`config.mk`:
```
export PLATFORM = sky130hd
export DESIGN_NAME = pipeline_regs_flat
export DESIGN_NICKNAME = d
export VERILOG_FILES = /design/src/rtl/pipeline_regs_pkg.sv /design/src/rtl/pipeline_regs_if.sv /design/src/rtl/pipeline_regs_pipe_reg.sv /design/src/rtl/pipeline_regs.sv /design/src/flat_wrapper.sv
export SDC_FILE = /design/constraint.sdc
export NUM_CORES = 1
export LEC_CHECK = 0
export ABC_AREA = 1
export BUFFER_PORTS_ARGS = -buffer_cell sky130_fd_sc_hd__buf_2
export CAP_MARGIN = 40
export CORE_MARGIN = 10
export CORE_UTILIZATION = 35
export CTS_CLUSTER_SIZE = 40
export DETAILED_ROUTE_END_ITERATION = 12
export HOLD_SLACK_MARGIN = 0.02
export PLACE_DENSITY = 0.7
export SLEW_MARGIN = 25
export SYNTH_ARGS = -nofsm -noshare
export SYNTH_HDL_FRONTEND = slang
export SYNTH_SLANG_ARGS = --single-unit
```
`constraint.sdc`:
```
create_clock -name clk -period 1.6 [get_ports clk]
set_clock_uncertainty 0.2 [all_clocks]
set_input_delay 0.4 -clock clk [delete_from_list [all_inputs] [get_ports clk]]
set_output_delay 0.4 -clock clk [all_outputs]
set_load 0.05 [all_outputs]
```
`src/rtl/pipeline_regs_pkg.sv`:
```
`default_nettype none
// ============================================================================
// cpu_pkg : shared widths, reset polarity and stage bundle types for the CPU
// Revision: 1.0
// ============================================================================
package cpu_pkg;

   localparam int INST_ADDR_W = 16;
   localparam int INST_W      = 16;
   localparam int REG_W       = 16;
   localparam int REG_ADDR_W  = 4;
   localparam int ALUOP_W     = 8;
   localparam int ALUSEL_W    = 3;

   localparam logic                RST_ENABLE = 1'b1;
   localparam logic [REG_W-1:0]    ZERO_WORD  = '0;
   localparam logic [ALUOP_W-1:0]  NOP_ALUOP  = '0;
   localparam logic [ALUSEL_W-1:0] NOP_ALUSEL = '0;

   typedef struct packed {
      logic [INST_ADDR_W-1:0] pc;
      logic [INST_W-1:0]      inst;
   } if_id_t;

   typedef struct packed {
      logic [ALUOP_W-1:0]    aluop;
      logic [ALUSEL_W-1:0]   alusel;
      logic [REG_W-1:0]      reg1;
      logic [REG_W-1:0]      reg2;
      logic [REG_ADDR_W-1:0] wd;
      logic                  wreg;
   } id_ex_t;

   typedef struct packed {
      logic [REG_ADDR_W-1:0] wd;
      logic                  wreg;
      logic [REG_W-1:0]      wdata;
   } ex_mem_t;

endpackage
`default_nettype wire

```
`src/rtl/pipeline_regs_if.sv`:
```
`default_nettype none
// ============================================================================
// pipeline_regs_if : stage-boundary signals between fetch/id/ex/mem and regs
// Revision: 1.0
// ============================================================================
interface pipeline_regs_if;
   import cpu_pkg::*;

   logic [INST_ADDR_W-1:0] if_pc_i;
   logic [INST_W-1:0]      if_inst_i;
   logic [INST_ADDR_W-1:0] id_pc_o;
   logic [INST_W-1:0]      id_inst_o;

   logic [ALUOP_W-1:0]     id_aluop_i;
   logic [ALUSEL_W-1:0]    id_alusel_i;
   logic [REG_W-1:0]       id_reg1_i;
   logic [REG_W-1:0]       id_reg2_i;
   logic [REG_ADDR_W-1:0]  id_wd_i;
   logic                   id_wreg_i;
   logic [ALUOP_W-1:0]     ex_aluop_o;
   logic [ALUSEL_W-1:0]    ex_alusel_o;
   logic [REG_W-1:0]       ex_reg1_o;
   logic [REG_W-1:0]       ex_reg2_o;
   logic [REG_ADDR_W-1:0]  ex_wd_o;
   logic                   ex_wreg_o;

   logic [REG_ADDR_W-1:0]  ex_wd_i;
   logic                   ex_wreg_i;
   logic [REG_W-1:0]       ex_wdata_i;
   logic [REG_ADDR_W-1:0]  mem_wd_o;
   logic                   mem_wreg_o;
   logic [REG_W-1:0]       mem_wdata_o;

   // Master drives the stage inputs and observes the registered outputs.
   modport master (
      output if_pc_i, if_inst_i,
      output id_aluop_i, id_alusel_i, id_reg1_i, id_reg2_i, id_wd_i, id_wreg_i,
      output ex_wd_i, ex_wreg_i, ex_wdata_i,
      input  id_pc_o, id_inst_o,
      input  ex_aluop_o, ex_alusel_o, ex_reg1_o, ex_reg2_o, ex_wd_o, ex_wreg_o,
      input  mem_wd_o, mem_wreg_o, mem_wdata_o
   );

   modport slave (
      input  if_pc_i, if_inst_i,
      input  id_aluop_i, id_alusel_i, id_reg1_i, id_reg2_i, id_wd_i, id_wreg_i,
      input  ex_wd_i, ex_wreg_i, ex_wdata_i,
      output id_pc_o, id_inst_o,
      output ex_aluop_o, ex_alusel_o, ex_reg1_o, ex_reg2_o, ex_wd_o, ex_wreg_o,
      output mem_wd_o, mem_wreg_o, mem_wdata_o
   );

endinterface
`default_nettype wire

```
`src/rtl/pipeline_regs_pipe_reg.sv`:
```
`default_nettype none
// ============================================================================
// pipe_reg : W-bit register, captures every edge, synchronous clear to zero
// Revision: 1.0
// ============================================================================
module pipe_reg
   import cpu_pkg::*;
#(
   parameter int W = 16
) (
   input  wire logic         clk,
   input  wire logic         rst,
   input  wire logic [W-1:0] i_d,
   output logic      [W-1:0] o_q
);

   logic [W-1:0] r_q;

   always_ff @(posedge clk) begin
      if (rst == RST_ENABLE) begin
         r_q <= '0;
      end else begin
         r_q <= i_d;
      end
   end

   assign o_q = r_q;

endmodule
`default_nettype wire

```
`src/rtl/pipeline_regs.sv`:
```
`default_nettype none
// ============================================================================
// pipeline_regs : IF/ID, ID/EX and EX/MEM registers; zero on reset is a bubble
// Revision: 1.0
// ============================================================================
module pipeline_regs
   import cpu_pkg::*;
(
   input  wire logic      clk,
   input  wire logic      rst,
   pipeline_regs_if.slave bus
);

   if_id_t  w_if_id_d,  w_if_id_q;
   id_ex_t  w_id_ex_d,  w_id_ex_q;
   ex_mem_t w_ex_mem_d, w_ex_mem_q;

   assign w_if_id_d  = {bus.if_pc_i, bus.if_inst_i};
   assign w_id_ex_d  = {bus.id_aluop_i, bus.id_alusel_i, bus.id_reg1_i,
                        bus.id_reg2_i, bus.id_wd_i, bus.id_wreg_i};
   assign w_ex_mem_d = {bus.ex_wd_i, bus.ex_wreg_i, bus.ex_wdata_i};

   pipe_reg #(.W($bits(if_id_t))) u_if_id (
      .clk (clk),
      .rst (rst),
      .i_d (w_if_id_d),
      .o_q (w_if_id_q)
   );

   pipe_reg #(.W($bits(id_ex_t))) u_id_ex (
      .clk (clk),
      .rst (rst),
      .i_d (w_id_ex_d),
      .o_q (w_id_ex_q)
   );

   pipe_reg #(.W($bits(ex_mem_t))) u_ex_mem (
      .clk (clk),
      .rst (rst),
      .i_d (w_ex_mem_d),
      .o_q (w_ex_mem_q)
   );

   assign bus.id_pc_o     = w_if_id_q.pc;
   assign bus.id_inst_o   = w_if_id_q.inst;

   assign bus.ex_aluop_o  = w_id_ex_q.aluop;
   assign bus.ex_alusel_o = w_id_ex_q.alusel;
   assign bus.ex_reg1_o   = w_id_ex_q.reg1;
   assign bus.ex_reg2_o   = w_id_ex_q.reg2;
   assign bus.ex_wd_o     = w_id_ex_q.wd;
   assign bus.ex_wreg_o   = w_id_ex_q.wreg;

   assign bus.mem_wd_o    = w_ex_mem_q.wd;
   assign bus.mem_wreg_o  = w_ex_mem_q.wreg;
   assign bus.mem_wdata_o = w_ex_mem_q.wdata;

endmodule
`default_nettype wire

```
`src/flat_wrapper.sv`:
```
// flat-port wrapper written by rule: the top's interface ports become plain ports
module pipeline_regs_flat import cpu_pkg::*;
  (clk, rst, bus_if_pc_i, bus_if_inst_i, bus_id_aluop_i, bus_id_alusel_i, bus_id_reg1_i, bus_id_reg2_i, bus_id_wd_i, bus_id_wreg_i, bus_ex_wd_i, bus_ex_wreg_i, bus_ex_wdata_i, bus_id_pc_o, bus_id_inst_o, bus_ex_aluop_o, bus_ex_alusel_o, bus_ex_reg1_o, bus_ex_reg2_o, bus_ex_wd_o, bus_ex_wreg_o, bus_mem_wd_o, bus_mem_wreg_o, bus_mem_wdata_o);
  pipeline_regs_if bus_i ();
  input  wire logic clk;
  input  wire logic rst;
  input wire logic [$bits(bus_i.if_pc_i)-1:0] bus_if_pc_i;
  input wire logic [$bits(bus_i.if_inst_i)-1:0] bus_if_inst_i;
  input wire logic [$bits(bus_i.id_aluop_i)-1:0] bus_id_aluop_i;
  input wire logic [$bits(bus_i.id_alusel_i)-1:0] bus_id_alusel_i;
  input wire logic [$bits(bus_i.id_reg1_i)-1:0] bus_id_reg1_i;
  input wire logic [$bits(bus_i.id_reg2_i)-1:0] bus_id_reg2_i;
  input wire logic [$bits(bus_i.id_wd_i)-1:0] bus_id_wd_i;
  input wire logic [$bits(bus_i.id_wreg_i)-1:0] bus_id_wreg_i;
  input wire logic [$bits(bus_i.ex_wd_i)-1:0] bus_ex_wd_i;
  input wire logic [$bits(bus_i.ex_wreg_i)-1:0] bus_ex_wreg_i;
  input wire logic [$bits(bus_i.ex_wdata_i)-1:0] bus_ex_wdata_i;
  output wire logic [$bits(bus_i.id_pc_o)-1:0] bus_id_pc_o;
  output wire logic [$bits(bus_i.id_inst_o)-1:0] bus_id_inst_o;
  output wire logic [$bits(bus_i.ex_aluop_o)-1:0] bus_ex_aluop_o;
  output wire logic [$bits(bus_i.ex_alusel_o)-1:0] bus_ex_alusel_o;
  output wire logic [$bits(bus_i.ex_reg1_o)-1:0] bus_ex_reg1_o;
  output wire logic [$bits(bus_i.ex_reg2_o)-1:0] bus_ex_reg2_o;
  output wire logic [$bits(bus_i.ex_wd_o)-1:0] bus_ex_wd_o;
  output wire logic [$bits(bus_i.ex_wreg_o)-1:0] bus_ex_wreg_o;
  output wire logic [$bits(bus_i.mem_wd_o)-1:0] bus_mem_wd_o;
  output wire logic [$bits(bus_i.mem_wreg_o)-1:0] bus_mem_wreg_o;
  output wire logic [$bits(bus_i.mem_wdata_o)-1:0] bus_mem_wdata_o;
  assign bus_i.if_pc_i = bus_if_pc_i;
  assign bus_i.if_inst_i = bus_if_inst_i;
  assign bus_i.id_aluop_i = bus_id_aluop_i;
  assign bus_i.id_alusel_i = bus_id_alusel_i;
  assign bus_i.id_reg1_i = bus_id_reg1_i;
  assign bus_i.id_reg2_i = bus_id_reg2_i;
  assign bus_i.id_wd_i = bus_id_wd_i;
  assign bus_i.id_wreg_i = bus_id_wreg_i;
  assign bus_i.ex_wd_i = bus_ex_wd_i;
  assign bus_i.ex_wreg_i = bus_ex_wreg_i;
  assign bus_i.ex_wdata_i = bus_ex_wdata_i;
  assign bus_id_pc_o = bus_i.id_pc_o;
  assign bus_id_inst_o = bus_i.id_inst_o;
  assign bus_ex_aluop_o = bus_i.ex_aluop_o;
  assign bus_ex_alusel_o = bus_i.ex_alusel_o;
  assign bus_ex_reg1_o = bus_i.ex_reg1_o;
  assign bus_ex_reg2_o = bus_i.ex_reg2_o;
  assign bus_ex_wd_o = bus_i.ex_wd_o;
  assign bus_ex_wreg_o = bus_i.ex_wreg_o;
  assign bus_mem_wd_o = bus_i.mem_wd_o;
  assign bus_mem_wreg_o = bus_i.mem_wreg_o;
  assign bus_mem_wdata_o = bus_i.mem_wdata_o;
  pipeline_regs u_core (.clk(clk), .rst(rst), .bus(bus_i));
endmodule
```
==> results of run 1 <==
power by group:
group          switching (W)  internal (W)
Sequential         0.0000291       0.00265
Combinational       0.000665      0.000238
Clock               0.000791      0.000546
Total                0.00148       0.00343
layer usage:
layer	GRT usage [%]	routed length [µm]
met2	20.1	3920
met4	7.12	216
met3	6.33	899
met5	0	0
met1	11.6	2680
cells in the mapped netlist (all sizes together):
cell type and number:
nor2 101, dfxtp 101, inv 101, buf 11
flip-flops by register name (all words and copies together) (netlist names):
name	flops
u_core.u_ex_mem.o_q	21
u_core.u_id_ex.o_q	48
u_core.u_if_id.o_q	32
how the worst min path moves through the flow:
stage,endpoint,depth (start not counted),startpoint,slack [ns]
after global placement,u_core.u_ex_mem.o_q[16],3,bus_ex_wreg_i,0.40
after CTS,u_core.u_ex_mem.o_q[14],3,bus_ex_wdata_i[14],0.02
after global routing,u_core.u_if_id.o_q[28],3,bus_if_pc_i[12],0.02
final,u_core.u_if_id.o_q[12],3,bus_if_inst_i[12],0.04
after detailed placement,u_core.u_id_ex.o_q[40],3,bus_id_aluop_i[0],0.41
after floorplan,u_core.u_ex_mem.o_q[0],2,bus_ex_wdata_i[0],0.31
logic make-up after synthesis:
family                 count (synthesis)  synth area share, %
and+or+nand+nor                      101                 13.1
buffers and inverters                112                 17.1
DFF                                  101                 69.8
through the flow:
step | hold slack (ns) | util [%]
floorplan | 0.307 | -
global placement | 0.398 | 48.8
detailed placement | 0.405 | 48.8
CTS | 0.0203 | 50.8
global route | 0.0231 | 51.1
finish | 0.0433 | 51.1
area by class of cell:
type	count	area [µm²]	share of cell area, %
tap	105	131	3.16
clock buffer	10	128	3.07
clock inverter	4	27.5	0.662
multi-input combinational	101	379	9.12
timing repair buffer	208	1090	26.2
inverter	101	379	9.12
sequential	101	2020	48.6
placed cells by master, fill, tap and decap left out, drive strengths merged:
cell type,netlist,final
buf,11,204
inv,101,101
nor2,101,101
dfxtp,101,101
clkbuf,0,11
clkinvlp,0,3
dlygate4sd3,0,3
clkinv,0,1
timing repair:
action | 4_1_cts | 5_1_grt
endpoints found under the hold margin | 1 | 2
resized for setup | 0 | 1
hold buffers | 1 | 2
endpoints found under the setup margin | 0 | 1
setup buffers | 0 | 0
==> flow_summary_export.csv, run 1 <==
group,metric,value,unit
synthesis,netlist_instances,314,
place,placement.io_buffers,203,
global_route,gr-total-overflow,0,
timing,max_freq,648,MHz
place,hpwl,6.33,mm
worst_setup_path,cp_cell_sequence,"buf_2",
timing,max_slew_margin,81.9,%
clocking,cts_num_sinks,101,
final_layout,fill_cells,815,
timing,finalSetupViolCount,0,
place,gp_congestion,0.751,
synthesis,yosysTopAreaCell,"dfxtp_1",
worst_setup_path,critical_path.top_delay_family,"flip-flops",
floorplanning,die_h,111,µm
worst_hold_path,min_path_type,"in2reg",
place,dp.cells,613,
pwr,pwr_density_cell,1180,mW/mm²
worst_setup_path,worst_setup_path_end_kind,"primary output",
synthesis,yosysUniqueCellTypes,5,
status,outcome,"finished, final reports clean",
floorplanning,fp.dieW,111,µm
flow_run,cap_violations,0,
timing,setup_ws,0.0569,ns
worst_setup_path,crit_type,"reg2out",
routing,num_vias,2365,
final_layout,antenna_cells,0,
routing,drtIter0Drc,97,
final_layout,final_nets,625,
clocking,htree_levels,3,
synthesis,synthTopCellsByArea,"dfxtp_1 70%, inv_1 13%, nor2_1 13%, buf_6 3.9%, buf_2 0.17%",
clocking,cts-root-buf,"clkbuf_8",
synthesis,syn_area,0.00290,mm²
global_route,grt_pass1_wl,12.0,mm
synthesis,synth_top_area_share,69.8,%
pwr,irDropWorstVdd,0.490,mV
worst_setup_path,worstPathMaxFanout,1,
synthesis,yosysSeqAreaShare,69.8,%
synthesis,ys_seq_elements,101,
global_route,grt_max_degree,55,
worst_setup_path,cp_num_cells,1,
worst_setup_path,crit_slowest_cell,"dfxtp_1",
global_route,grt_pass1_vias,2437,
routing,drt.antenna.violating_nets,0,
timing,period_needed,1.54,ns
worst_setup_path,crit_path_start_kind,"flop",
routing,vias_per_cell,3.75,
clocking,cts_buffers,9,
routing,drc,0,
final_layout,layout.cells.non_filler,630,
floorplanning,rows,33,
floorplanning,coreArea,0.00813,mm²
timing,hold_viol,0,
routing,first_pass_iters,6,
clocking,clock_path_buffers,2,
floorplanning,dieArea,0.0123,mm²
worst_setup_path,arrival,0.94,ns
global_route,grt_antenna_before_repair,0,
timing,worst_pin_slew,0.274,ns
timing,rsz0062_at_grt,"false",
worst_setup_path,worstSetupEndpoint,"bus_ex_reg2_o[10]",
worst_setup_path,max_stage_delay,0.33,ns
final_layout,area_growth_syn_to_layout,43.5,%
worst_setup_path,path_buf_inv,1,
synthesis,syn-num-nets,417,
final_layout,drive_gt1_share,41.5,%
timing,fin_tns_setup,0,ns
worst_setup_path,startpoint,"u_core.u_id_ex.o_q[15]",
timing,drv_slew,0,
pwr,leakage,2.56,nW
synthesis,yosys_warnings,0,
synthesis,syn_avg_cell_area,9.23,µm²
floorplanning,ioPinCount,204,
place,dpl_cell_area,0.00397,mm²
worst_setup_path,crit_required,1.00,ns
clocking,cts.clk_slew.worst_paths,0.09,ns
floorplanning,start_util,35.6,%
global_route,track_usage,12.1,%
pwr,power.total,0.00492,W
place,dpl_worst_slack,0.409,ns
timing,min_period_over_period,96.4,%
routing,wl,7.72,mm
final_layout,stdcell_area,0.00416,mm²
routing,wl_per_cell,12.2,µm
clocking,tritoncts,"built",
Note: power is estimated with default switching activity, not from simulation.
==> inputs of run 2 (changes only) <==
Settings changed: PLACE_DENSITY 0.7 to 0.82.
==> flow_summary_export.csv, run 2 (same netlist as run 1, synthesis figures left out) <==
group,metric,value,unit
routing,vias_per_cell,3.78,
final_layout,layout_commonest_cell,"buf_2",
timing,finalSetupViolCount,0,
clocking,cts_num_sinks,101,
place,hpwl,6.46,mm
floorplanning,ioPinCount,204,
pwr,irDropWorstVdd,0.502,mV
global_route,grt_pass1_vias,2538,
routing,num_vias,2388,
place,dp.cells,613,
pwr,pwr-share-clk,30.6,%
worst_setup_path,crit_type,"reg2out",
worst_setup_path,cp_num_cells,1,
clocking,cts.clk_slew.worst_paths,0.09,ns
worst_hold_path,whs_path_depth,3,
final_layout,final_nets,625,
floorplanning,dieArea,0.0123,mm²
final_layout,drive_gt1_share,41.8,%
final_layout,layout.cells.non_filler,631,
routing,drt.antenna.violating_nets,0,
floorplanning,coreArea,0.00813,mm²
flow_run,cap_violations,0,
pwr,leakage,2.59,nW
clocking,tritoncts,"built",
floorplanning,die_h,111,µm
clocking,cts_buffers,9,
worst_setup_path,cp_cell_sequence,"buf_2",
timing,drv_slew,0,
routing,wl,7.93,mm
clocking,post-cts-setup-buffer-count,0,
timing,hold_viol,0,
timing,worst_pin_slew,0.277,ns
final_layout,largest_reg_flops,48,
worst_setup_path,crit_required,1.00,ns
global_route,track_usage,12.3,%
pwr,pwr_density_cell,1230,mW/mm²
floorplanning,rows,33,
clocking,clock_path_buffers,2,
global_route,gr-total-overflow,0,
worst_setup_path,critical_path.top_delay_family,"flip-flops",
floorplanning,fp.dieW,111,µm
worst_setup_path,worstPathMaxFanout,1,
routing,drc,0,
place,gp_congestion,0.819,
final_layout,area_growth_syn_to_layout,44.9,%
pwr,pwr-share-comb,17.6,%
timing,min_period_over_period,97.0,%
worst_setup_path,path_buf_inv,1,
floorplanning,start_util,35.6,%
clocking,cts-root-buf,"clkbuf_8",
worst_setup_path,arrival,0.95,ns
global_route,grt_pass1_wl,12.5,mm
global_route,grt_max_degree,53,
final_layout,antenna_cells,0,
place,placement.io_buffers,203,
timing,max_slew_margin,81.7,%
timing,max_freq,645,MHz
timing,period_needed,1.55,ns
worst_hold_path,min_to,"u_core.u_ex_mem.o_q[12]",
clocking,htree_levels,3,
final_layout,layout_common_cells,"202 x buf_2, 101 x inv_1, 101 x nor2_1, 101 x dfxtp_1, 10 x clkbuf_8",
routing,drtIter0Drc,73,
timing,fin_tns_setup,0,ns
worst_setup_path,worst_setup_path_end_kind,"primary output",
routing,wl_per_cell,12.6,µm
timing,rsz0062_at_grt,"false",
pwr,p_int,0.00365,W
worst_setup_path,crit_slowest_cell,"dfxtp_1",
worst_hold_path,min_path_type,"in2reg",
pwr,pwr-share-seq,51.8,%
global_route,grt_antenna_before_repair,0,
pwr,power.switching,0.00152,W
worst_setup_path,crit_path_start_kind,"flop",
routing,first_pass_iters,4,
status,outcome,"finished, final reports clean",
pwr,swShare,29.4,%
worst_hold_path,hold_start,"bus_ex_wdata_i[12]",
worst_setup_path,max_stage_delay,0.34,ns
==> run 2: how the worst max path moves through the flow <==
stage | from | end | slack, ns
final | u_core.u_ex_mem.o_q[18] | bus_mem_wd_o[1] | 0.05
after global routing | u_core.u_ex_mem.o_q[6] | bus_mem_wdata_o[6] | 0.001
after CTS | u_core.u_ex_mem.o_q[18] | bus_mem_wd_o[1] | 0.02
after detailed placement | u_core.u_ex_mem.o_q[18] | bus_mem_wd_o[1] | 0.41
after global placement | u_core.u_ex_mem.o_q[18] | bus_mem_wd_o[1] | 0.42
after floorplan | u_core.u_id_ex.o_q[40] | bus_ex_aluop_o[0] | 0.41
==> run 2: power by group through the flow <==
stage          sequential [W]  combinational, W  clock [W]
6_report              0.00267          0.000907    0.00158
5_1_grt               0.00269          0.000970    0.00175
4_1_cts               0.00268          0.000919    0.00165
3_5_place_dp          0.00273          0.000913          0
3_3_place_gp          0.00273          0.000900          0
2_1_floorplan         0.00322          0.000147          0
==> run 2: layout make-up <==
cell class / count / area [µm²]
clock buffers: 10 / 138
inverters: 101 / 379
clock inverters: 5 / 60.1
well taps: 105 / 131
repair buffers: 208 / 1090
fillers: 766 / 3940
multi-input cells: 101 / 379
flip-flops and latches: 101 / 2020
==> run 2: worst min-delay path, delay by kind of cell <==
family | cells | cell delay (ns)
simple gates | 1 | 0.06
buf+inv | 2 | 0.10
==> run 2: metrics by stage <==
| step | total power (W) | utilization, % | setup slack (ns) | hold WS, ns | cell area (µm²) |
|---|---|---|---|---|---|
| 2_1_floorplan | 0.00337 | - | 0.413 | 0.307 | 2900 |
| 3_3_place_gp | 0.00363 | 48.8 | 0.420 | 0.397 | 3970 |
| 3_5_place_dp | 0.00365 | 48.8 | 0.415 | 0.406 | 3970 |
| 4_1_cts | 0.00524 | 51.6 | 0.0204 | 0.0214 | 4200 |
| 5_1_grt | 0.00541 | 51.6 | 0.00131 | 0.0214 | 4200 |
| 6_report | 0.00516 | 51.6 | 0.0486 | 0.0471 | 4200 |
==> run 2: repair_timing <==
action,CTS,global route
endpoints found under the setup margin,0,0
gates resized for setup,0,0
hold buffers,3,0
endpoints found under the hold margin,3,0
==> run 2: layer usage <==
layer	GRT usage, %	share of wire, %
met3	7.85	12
met4	3.13	0.86
met2	20.5	46
met5	0	0
met1	12.7	41
==> inputs of run 3 (changes only) <==
Settings changed: SYNTH_HIERARCHICAL from default to 1.
==> flow_summary_export.csv, run 3 <==
group,metric,value,unit
pwr,irDropWorstVdd,0.545,mV
final_layout,antenna_cells,0,
worst_setup_path,worstSetupEndpoint,"bus_mem_wdata_o[13]",
global_route,grt_pass1_vias,2604,
global_route,grt_antenna_before_repair,0,
clocking,cts_buffers,9,
timing,drv_slew,0,
floorplanning,coreArea,0.00809,mm²
synthesis,synth_common_cells,"101 x dfxtp_1, 101 x inv_1, 101 x nor2_1, 8 x buf_6, 2 x buf_2",
global_route,grtUsageMet3,8.82,%
timing,worst_pin_slew,0.270,ns
global_route,gr-max-usage-layer,"met2",
timing,period_needed,1.54,ns
floorplanning,dieArea,0.0123,mm²
synthesis,ys_seq_elements,101,
timing,max_freq,650,MHz
timing,fin_tns_setup,0,ns
global_route,track_usage,12.0,%
synthesis,synth_top_area_share,70.2,%
clocking,cts-root-buf,"clkbuf_8",
place,gp_congestion,0.807,
place,hpwl,6.46,mm
synthesis,syn_avg_cell_area,9.20,µm²
synthesis,netlist_instances,313,
final_layout,layout_common_cells,"202 x buf_2, 101 x inv_1, 101 x nor2_1, 101 x dfxtp_1, 10 x clkbuf_8",
clocking,cts.clk_slew.worst_paths,0.09,ns
clocking,post-cts-setup-buffer-count,0,
pwr,p_int,0.00349,W
floorplanning,fp.dieW,111,µm
floorplanning,ioPinCount,204,
synthesis,synth-async-reset-ratio,0,%
worst_setup_path,crit_required,1.00,ns
pwr,power.switching,0.00149,W
timing,max_slew_margin,82.1,%
clocking,tritoncts,"built",
worst_setup_path,cp_num_cells,1,
final_layout,area_growth_syn_to_layout,44.3,%
pwr,pwr_density_cell,1200,mW/mm²
timing,min_period_over_period,96.2,%
final_layout,drive_gt1_share,41.8,%
worst_setup_path,max_stage_delay,0.33,ns
global_route,grt_max_degree,46,
place,dp.cells,613,
routing,first_pass_iters,4,
worst_setup_path,arrival,0.94,ns
global_route,gr-total-overflow,0,
pwr,swShare,30.0,%
pwr,pwr-share-comb,18.1,%
timing,hold_viol,0,
flow_run,cap_violations,0,
timing,rsz0062_at_grt,"false",
routing,drtIter0Drc,95,
synthesis,yosysSeqAreaShare,70.2,%
synthesis,yosysUniqueCellTypes,5,
worst_setup_path,crit_slowest_cell,"dfxtp_1",
pwr,leakage,2.57,nW
pwr,pwr-share-seq,53.7,%
worst_setup_path,startpoint,"u_core/u_ex_mem/o_q[13]",
floorplanning,die_h,111,µm
worst_setup_path,cp_cell_sequence,"buf_2",
routing,wl,7.67,mm
pwr,pwr-share-clk,28.2,%
global_route,grtUsageMet2,19.2,%
worst_setup_path,worstPathMaxFanout,1,
worst_setup_path,critical_path.top_delay_family,"flip-flops",
routing,drc,0,
routing,drt.antenna.violating_nets,0,
global_route,grt_pass1_wl,12.2,mm
synthesis,synth_edf_count,0,
worst_setup_path,crit_path_start_kind,"flop",
synthesis,synthTopCellsByArea,"dfxtp_1 70%, inv_1 13%, nor2_1 13%, buf_6 3.1%, buf_2 0.35%",
routing,num_vias,2417,
floorplanning,start_util,35.6,%
worst_setup_path,crit_type,"reg2out",
final_layout,layout_commonest_cell,"buf_2",
global_route,use_met1,11.9,%
synthesis,yosys_warnings,6,
timing,finalSetupViolCount,0,
worst_setup_path,path_buf_inv,1,
place,placement.io_buffers,203,
synthesis,syn_area,0.00288,mm²
synthesis,syn-num-nets,416,
clocking,htree_levels,3,
final_layout,layout.cells.non_filler,629,
routing,vias_per_cell,3.84,
synthesis,yosysTopAreaCell,"dfxtp_1",
worst_hold_path,min_path_type,"in2reg",
status,outcome,"finished, final reports clean",
final_layout,largest_reg_flops,48,
final_layout,final_nets,623,
routing,wl_per_cell,12.2,µm
clocking,post_cts_resized,0,
synthesis,ys.flop_type,"dfxtp_1",
clocking,cts_num_sinks,101,
worst_setup_path,worst_setup_path_end_kind,"primary output",
clocking,clock_path_buffers,2,
floorplanning,rows,33,
## run 3: how the worst min path moves through the flow
stage,start,to,slack (ns),cells past startpoint
2_1_floorplan,rst,u_core/u_ex_mem/o_q[18],0.27,1
3_3_place_gp,bus_ex_wdata_i[9],u_core/u_ex_mem/o_q[9],0.40,3
3_5_place_dp,bus_if_pc_i[5],u_core/u_if_id/o_q[21],0.40,3
4_1_cts,bus_id_reg2_i[2],u_core/u_id_ex/o_q[7],0.03,3
5_1_grt,bus_id_aluop_i[2],u_core/u_id_ex/o_q[42],0.03,3
6_report,bus_id_reg1_i[4],u_core/u_id_ex/o_q[25],0.04,3
## run 3: logic make-up after synthesis
kind of cell | share of synthesized area [%]
DFF | 70.2
buffers and inverters | 16.6
and+or+nand+nor | 13.2
## run 3: final cells by class
class	count	area, µm²
clock buffer	11	141
sequential	101	2020
inverter	101	379
clock inverter	4	33.8
fill	759	3940
tap	105	131
timing repair buffer	206	1070
multi-input combinational	101	379
## run 3: what timing repair did
| action | CTS | global route |
|---|---|---|
| hold endpoints to repair | 0 | 1 |
| hold buffers | 0 | 1 |
| setup endpoints to repair | 0 | 0 |
## run 3: per-layer routing
metal	wire, µm	share of wire, %
met4	132	1.7
met1	2930	38
met5	0	0
met3	1200	16
met2	3410	44
## run 3: power by group through the flow
stage	clock, W	sequential (W)	combinational, W
after floorplan	0	0.00322	0.000139
after global placement	0	0.00273	0.000899
after detailed placement	0	0.00274	0.000912
after CTS	0.00147	0.00268	0.000914
after global routing	0.00157	0.00269	0.000964
final	0.00141	0.00268	0.000902
## run 3: metrics by stage
| step | total power (W) | hold WS [ns] | setup slack (ns) | area [µm²] | utilization, % |
|---|---|---|---|---|---|
| after floorplan | 0.00336 | 0.271 | 0.413 | 2880 | - |
| after global placement | 0.00363 | 0.398 | 0.390 | 3970 | 49.1 |
| after detailed placement | 0.00365 | 0.405 | 0.365 | 3970 | 49.1 |
| after CTS | 0.00506 | 0.0266 | 0.0258 | 4150 | 51.2 |
| after global routing | 0.00522 | 0.0284 | 0.00446 | 4160 | 51.3 |
| final | 0.00499 | 0.0449 | 0.0614 | 4160 | 51.3 |
